===== src/rtl/fetch_group_seq.sv =====
// Fetch-group sequencer: fetches 8 words, strobes the PC correction unit, delivers a masked group.
// Latency: 8 fetch cycles (zero-wait) + SETTLE_CYCLES + 1 sample cycle before grp_valid rises.
// Backpressure: imem_req holds address until imem_ack; grp_* held stable until grp_ready, fetch paused meanwhile.
module fetch_group_seq #(
  parameter logic [31:0] RESET_PC      = 32'h0000_0000,
  parameter int unsigned SETTLE_CYCLES = 1
) (
  input  logic         clk,
  input  logic         rst_n,
  input  logic         redirect_valid,
  input  logic [31:0]  redirect_pc,
  output logic         imem_req,
  output logic [31:0]  imem_addr,
  input  logic         imem_ack,
  input  logic [31:0]  imem_rdata,
  output logic [31:0]  InstrF0,
  output logic [31:0]  InstrF1,
  output logic [31:0]  InstrF2,
  output logic [31:0]  InstrF3,
  output logic [31:0]  InstrF4,
  output logic [31:0]  InstrF5,
  output logic [31:0]  InstrF6,
  output logic [31:0]  InstrF7,
  output logic [31:0]  next_PC0,
  output logic [31:0]  next_PC1,
  output logic [31:0]  next_PC2,
  output logic [31:0]  next_PC3,
  output logic [31:0]  next_PC4,
  output logic [31:0]  next_PC5,
  output logic [31:0]  next_PC6,
  output logic [31:0]  next_PC7,
  output logic         new_PC,
  input  logic [31:0]  PC_0,
  input  logic [31:0]  PC_1,
  input  logic [31:0]  PC_2,
  input  logic [31:0]  PC_3,
  input  logic [31:0]  PC_4,
  input  logic [31:0]  PC_5,
  input  logic [31:0]  PC_6,
  input  logic [31:0]  PC_7,
  output logic         grp_valid,
  input  logic         grp_ready,
  output logic [7:0]   grp_mask,
  output logic [255:0] grp_instr,
  output logic [255:0] grp_pc
);

  typedef enum logic [1:0] {
    S_FETCH   = 2'd0,
    S_PUBLISH = 2'd1,
    S_SAMPLE  = 2'd2,
    S_DELIVER = 2'd3
  } state_t;

  // Last value of the settle counter before leaving PUBLISH.
  localparam logic [3:0] SETTLE_LAST = 4'(SETTLE_CYCLES - 1);

  state_t        state_q;
  state_t        state_d;

  logic [31:0]   base_q;
  logic [2:0]    k_q;
  logic          req_q;
  logic [3:0]    settle_q;
  logic [31:0]   instr_q [8];
  logic [31:0]   npc_q   [8];
  logic [7:0]    grp_mask_q;
  logic [255:0]  grp_instr_q;
  logic [255:0]  grp_pc_q;

  logic [31:0]   pc_in   [8];
  logic [31:0]   fetch_addr;

  logic          hit;
  logic [2:0]    hit_idx;
  logic [7:0]    mask_d;
  logic [31:0]   nbase_d;

  // Corrected PCs from the correction unit, gathered into an array.
  assign pc_in[0] = PC_0;
  assign pc_in[1] = PC_1;
  assign pc_in[2] = PC_2;
  assign pc_in[3] = PC_3;
  assign pc_in[4] = PC_4;
  assign pc_in[5] = PC_5;
  assign pc_in[6] = PC_6;
  assign pc_in[7] = PC_7;

  // Fetched words and their addresses, presented slot by slot.
  assign InstrF0  = instr_q[0];
  assign InstrF1  = instr_q[1];
  assign InstrF2  = instr_q[2];
  assign InstrF3  = instr_q[3];
  assign InstrF4  = instr_q[4];
  assign InstrF5  = instr_q[5];
  assign InstrF6  = instr_q[6];
  assign InstrF7  = instr_q[7];
  assign next_PC0 = npc_q[0];
  assign next_PC1 = npc_q[1];
  assign next_PC2 = npc_q[2];
  assign next_PC3 = npc_q[3];
  assign next_PC4 = npc_q[4];
  assign next_PC5 = npc_q[5];
  assign next_PC6 = npc_q[6];
  assign next_PC7 = npc_q[7];

  assign fetch_addr = base_q + {27'd0, k_q, 2'b00};

  // State register.
  always_ff @(posedge clk or negedge rst_n) begin
    if (!rst_n) begin
      state_q <= S_FETCH;
    end else begin
      state_q <= state_d;
    end
  end

  // Next-state decode and state-derived outputs; redirect overrides every transition.
  always_comb begin
    state_d   = state_q;
    imem_req  = req_q;
    imem_addr = fetch_addr;
    new_PC    = 1'b0;
    grp_valid = 1'b0;
    case (state_q)
      S_FETCH: begin
        if (req_q && imem_ack && (k_q == 3'd7)) begin
          state_d = S_PUBLISH;
        end
      end
      S_PUBLISH: begin
        new_PC = 1'b1;
        if (settle_q == SETTLE_LAST) begin
          state_d = S_SAMPLE;
        end
      end
      S_SAMPLE: begin
        state_d = S_DELIVER;
      end
      S_DELIVER: begin
        grp_valid = 1'b1;
        if (grp_ready) begin
          state_d = S_FETCH;
        end
      end
      default: begin
        state_d = S_FETCH;
      end
    endcase
    if (redirect_valid) begin
      state_d = S_FETCH;
    end
  end

  // First slot whose corrected PC departs from the sequential address decides mask and next base.
  always_comb begin
    hit     = 1'b0;
    hit_idx = 3'd0;
    for (int i = 7; i >= 0; i--) begin
      if (pc_in[i] != npc_q[i]) begin
        hit     = 1'b1;
        hit_idx = 3'(i);
      end
    end
    mask_d  = 8'hFF;
    nbase_d = pc_in[7] + 32'd4;
    if (hit) begin
      mask_d  = 8'hFF >> (3'd7 - hit_idx);
      nbase_d = pc_in[hit_idx];
    end
  end

  // Fetch datapath, settle counter and group registers.
  always_ff @(posedge clk or negedge rst_n) begin
    if (!rst_n) begin
      base_q      <= RESET_PC;
      k_q         <= 3'd0;
      req_q       <= 1'b0;
      settle_q    <= 4'd0;
      grp_mask_q  <= 8'd0;
      grp_instr_q <= '0;
      grp_pc_q    <= '0;
      for (int i = 0; i < 8; i++) begin
        instr_q[i] <= 32'd0;
        npc_q[i]   <= 32'd0;
      end
    end else if (redirect_valid) begin
      // Any group in flight is dropped; the request line idles for one cycle.
      base_q     <= redirect_pc;
      k_q        <= 3'd0;
      req_q      <= 1'b0;
      settle_q   <= 4'd0;
      grp_mask_q <= 8'd0;
    end else begin
      case (state_q)
        S_FETCH: begin
          if (!req_q) begin
            req_q <= 1'b1;
          end else if (imem_ack) begin
            instr_q[k_q] <= imem_rdata;
            npc_q[k_q]   <= fetch_addr;
            k_q          <= k_q + 3'd1;
            if (k_q == 3'd7) begin
              req_q <= 1'b0;
            end
          end
        end
        S_PUBLISH: begin
          if (settle_q == SETTLE_LAST) begin
            settle_q <= 4'd0;
          end else begin
            settle_q <= settle_q + 4'd1;
          end
        end
        S_SAMPLE: begin
          grp_mask_q <= mask_d;
          base_q     <= nbase_d;
          for (int i = 0; i < 8; i++) begin
            grp_instr_q[32*i +: 32] <= instr_q[i];
            grp_pc_q[32*i +: 32]    <= npc_q[i];
          end
        end
        S_DELIVER: begin
          // Next group fetch starts right after the accepting edge.
          if (grp_ready) begin
            k_q   <= 3'd0;
            req_q <= 1'b1;
          end
        end
        default: begin
          req_q <= 1'b0;
        end
      endcase
    end
  end

  assign grp_mask  = grp_mask_q;
  assign grp_instr = grp_instr_q;
  assign grp_pc    = grp_pc_q;

endmodule


===== config.mk =====
export PLATFORM = sky130hd
export DESIGN_NAME = fetch_group_seq
export DESIGN_NICKNAME = d
export VERILOG_FILES = /design/src/rtl/fetch_group_seq.sv
export SDC_FILE = /design/constraint.sdc
export NUM_CORES = 2
export LEC_CHECK = 0
export ABC_AREA = 1
export CAP_MARGIN = 20
export CORE_AREA = 2 2 538 540
export CTS_CLUSTER_DIAMETER = 50
export DETAILED_ROUTE_END_ITERATION = 7
export DIE_AREA = 0 0 540 542
export GPL_TIMING_DRIVEN = 0
export PLACE_DENSITY = 0.39
export SLEW_MARGIN = 25
export SYNTH_ARGS = -nofsm -noshare
export SYNTH_HDL_FRONTEND = slang
export SYNTH_SLANG_ARGS = --single-unit

===== constraint.sdc =====
create_clock -name clk -period 2.65 [get_ports clk]
set_input_delay 0.265 -clock clk [delete_from_list [all_inputs] [get_ports clk]]
set_output_delay 0.265 -clock clk [all_outputs]
set_load 0.01 [all_outputs]

==> impl_metrics.csv <==
group,metric,value,unit
grt,antenna_found_initial,111,
layout,finalNonFillerCells,11700,
placed_design,port_buffers,1388,
yosys,synth_edf_count,0,
worst_setup_path,worstPathCellList,"inv_1 > fa_2 > o21ai_4 > nand3_4 > nor2_4 > nand2_2 > nor3_2 > nand2_2 > nor3_4 > nand4_1 > nor2_4 > buf_12 > xor2_4 > clkbuf_16 > buf_6",
timing,rsz0062_at_grt,"true",
timing,timing.final.hold_violations,0,
worst_setup_path,crit_buf_inv,4,
worst_setup_path,required,2.38,ns
grt,overflow,0,
clock_tree,htree_levels,4,
floorplanning,start_util,16.6,%
pwr,p_leak,36.7,nW
clock_tree,cts.sinks,1074,
pwr,p_total,92.9,mW
drt,drtPass1Iterations,5,
floorplanning,coreArea,0.287,mm²
timing,setup_viol,626,
yosys,ys_warn_count,0,
pwr,power_density,1160,mW/mm²
drt,drtIter0Drc,4379,
clock_tree,cts_buffers,190,
yosys,synth.area.top_cells,"dfrtp_1 56%, nand2_1 16%, o21ai_0 9.8%",
drt,ant_nets,0,
layout,final_layout_size_suffix_gt1_share,15.4,%
clock_tree,cts_tree,"built",
placed_design,place_ws,-2.94,ns
clock_tree,clk_path_buf_depth,4,
worst_setup_path,start_kind,"flop",
timing,finalCritPeriodShare,160,%
drt,routed_wirelength,412,mm
yosys,synth.cell_area,0.0477,mm²
outcome,status,"complete, but fails checks",
pwr,peakVddDrop,638,µV
hold_path,hold_start,"redirect_pc[29]",
yosys,syn_inst,5813,
yosys,avgSynthCellArea,8.20,µm²
grt,grt_max_degree,122,
yosys,synth_commonest_cells,"2040 x nand2_1, 1074 x dfrtp_1, 934 x o21ai_0",
layout,fin_util,27.9,%
yosys,synth_top_area_share,56.4,%
worst_setup_path,critPathTopFamily,"simple AND/OR/NAND/NOR gates",
grt,grt_usage,27.1,%
floorplanning,die_w,540,µm
timing,worst_pin_slew,1.16,ns
floorplanning,die_h,542,µm
yosys,synth_seq_cells,1074,
yosys,synth_most_common_cell,"nand2_1",
drt,viasPerCell,4.39,
grt,grt_pass1_wl,523,mm
clock_tree,clk_latency,0.90,ns
yosys,ys.flop_type,"dfrtp_1",
timing,max_freq,0.236,GHz
worst_setup_path,worstSetupPathType,"flop to output pin",
worst_setup_path,r2r_slack,-0.94,ns
layout,fin_nets,8002,
worst_setup_path,r2r-start,"next_PC3[2]",
drt,routedWlPerCell,35.3,µm
layout,fin_area,0.0801,mm²
worst_setup_path,crit_slowest_cell,"dfrtp_1",
yosys,ys_types,40,
placed_design,dp_hpwl,336,mm
timing,period_needed,4.23,ns
drt,drc,0,
floorplanning,fp.dieArea,0.293,mm²
drt,vias,51100,
placed_design,dpl_cell_area,0.0678,mm²
yosys,synth_top_area_cell,"dfrtp_1",
worst_setup_path,cp_slowest_stage_delay,0.45,ns
hold_path,min_to,"base_q[29]",
yosys,yosysSeqAreaShare,56.4,%
yosys,synth_nets,6151,
floorplanning,num_rows,197,
worst_setup_path,crit_fanout,3,
placed_design,placed_cells,11000,
placed_design,place_congestion,0.933,
layout,fillers,30800,
timing,relSlewSlack,22.7,%
outcome,violations,"negative setup slack",
grt,grt_pass1_vias,50400,
worst_setup_path,r2r_cells,23,
timing,fin_skew,0.0990,ns
timing,setup_ws,-1.58,ns
worst_setup_path,crit_path_end_kind,"output pin",
flow_run,drv_cap,0,
layout,syn2layout_area_growth,68.0,%
floorplanning,io_pins,1392,
worst_setup_path,cp_data_arrival_time,3.96,ns
yosys,async_flop_share,100,%
timing,drv_slew,0,
clock_tree,path_clk_slew,0.05,ns
worst_setup_path,r2r_end,"base_q[12]",
hold_path,min_path_cells,3,
clock_tree,cts_root_buffer,"clkbuf_16",
hold_path,hold_path.class,"primary input to flop",
==> how the worst max path moves through the flow <==
stage | start | to | slack [ns] | cells past startpoint
floorplan | k_q[0] | imem_addr[30] | -0.06 | 14
global placement | rst_n | grp_pc[244] | -53.41 | 1
detailed placement | PC_6[26] | base_q[12] | -2.94 | 24
CTS | k_q[0] | imem_addr[28] | -1.84 | 16
global route | base_q[2] | imem_addr[28] | -1.66 | 16
finish | base_q[3] | imem_addr[28] | -1.58 | 15
==> per-layer routing <==
layer  part of all wire [%]  wire length (µm)  up-vias  GRT usage (%)
met2                     48            198000     2605           46.3
met1                     37            154000    25800           30.6
met5                  0.019                77        -              0
met4                    5.3             22000       10           12.1
li1                       -                 -    22100              -
met3                    9.2             37700      607           8.87
==> what timing repair did <==
action,in CTS,in global routing
setup buffers,114,85
hold buffers,28,1
hold endpoints to repair,211,184
setup endpoints to repair,1038,1326
resized for setup,713,434
gates cloned,3,7
pin swaps,113,146
==> power breakdown <==
part | internal [mW] | total [mW] | switching [mW]
clock network | 16.1 | 26.0 | 9.96
logic | 15.9 | 37.4 | 21.5
registers | 22.8 | 29.4 | 6.67
==> kinds of logic after synthesis <==
logic type	share of synthesized area (%)
xor gates and xnor gates	3.17
and+or+nand+nor	21.7
adders and majority gates	0.357
AOI/OAI and AO/OA	10.7
buffers and inverters	7.71
DFF	56.4
==> cell type report <==
type / count / area [µm²] / share of cell area (%)
plain buffers: 285 / 1970 / 2.46
diodes: 55 / 138 / 0.172
clock inverters: 105 / 1310 / 1.63
well taps: 3781 / 4730 / 5.90
clock buffers: 242 / 5300 / 6.62
multi-input cells: 3770 / 19600 / 24.5
repair buffers: 1664 / 17500 / 21.9
inverters: 679 / 2580 / 3.23
flip-flops and latches: 1074 / 26900 / 33.6
==> worst reg2reg max path, stage by stage, from the launching register on <==
cell and delay (ns):
dfrtp_1 0.39, inv_2 0.11, or2_4 0.13, nand4_1 0.50, nor2_2 0.30, nand3_2 0.16
nor2_2 0.16, nand2_2 0.08, buf_6 0.13, inv_2 0.04, nand2_2 0.06, nand2_4 0.08
nand2_4 0.07, nand2_4 0.10, buf_12 0.14, buf_4 0.11, buf_6 0.12, buf_12 0.15
nor2_1 0.07, o21ai_2 0.31, nand2_1 0.12, nand3_2 0.13, nand2_1 0.06, nand2_1 0.05
==> stage by stage <==
stage                     hold slack, ns  setup TNS (ns)
after global placement             0.455               -
final                             0.0757         -152.89
after floorplan                  -0.0306          -0.140
after CTS                        0.00212         -388.63
after detailed placement           0.210         -999.58
after global routing              0.0469         -283.80
==> cells in the final DEF, fill, tap and decap left out, types with 17 or more instances in the layout <==
cell | Yosys | final
inv_2 | 2 | 17
nor2_4 | 2 | 33
nand4_1 | 41 | 41
dlygate4sd3_1 | 0 | 24
bufinv_16 | 0 | 18
clkinvlp_4 | 0 | 19
nor3_1 | 33 | 23
dfrtp_2 | 0 | 34
nand3_1 | 258 | 138
clkbuf_8 | 0 | 42
nand3_4 | 0 | 41
buf_4 | 2 | 124
nand2_1 | 2040 | 1896
dfrtp_1 | 1074 | 1036
o21ai_1 | 9 | 39
xnor2_1 | 69 | 65
nand3_2 | 0 | 79
clkbuf_2 | 1 | 50
nor2_2 | 3 | 20
buf_6 | 0 | 85
clkbuf_1 | 239 | 168
clkinv_2 | 0 | 27
clkdlybuf4s50_1 | 0 | 1361
clkbuf_16 | 0 | 213
o21ai_0 | 934 | 891
inv_1 | 675 | 653
nand2_4 | 0 | 40
xor2_1 | 95 | 80
inv_6 | 0 | 20
xor2_4 | 0 | 17
diode_2 | 0 | 55
buf_16 | 0 | 28
a21oi_1 | 28 | 19
buf_12 | 0 | 56
nor2_1 | 169 | 121
nand2_2 | 5 | 103
a22oi_1 | 24 | 24
(Power assumes the default switching activity.)
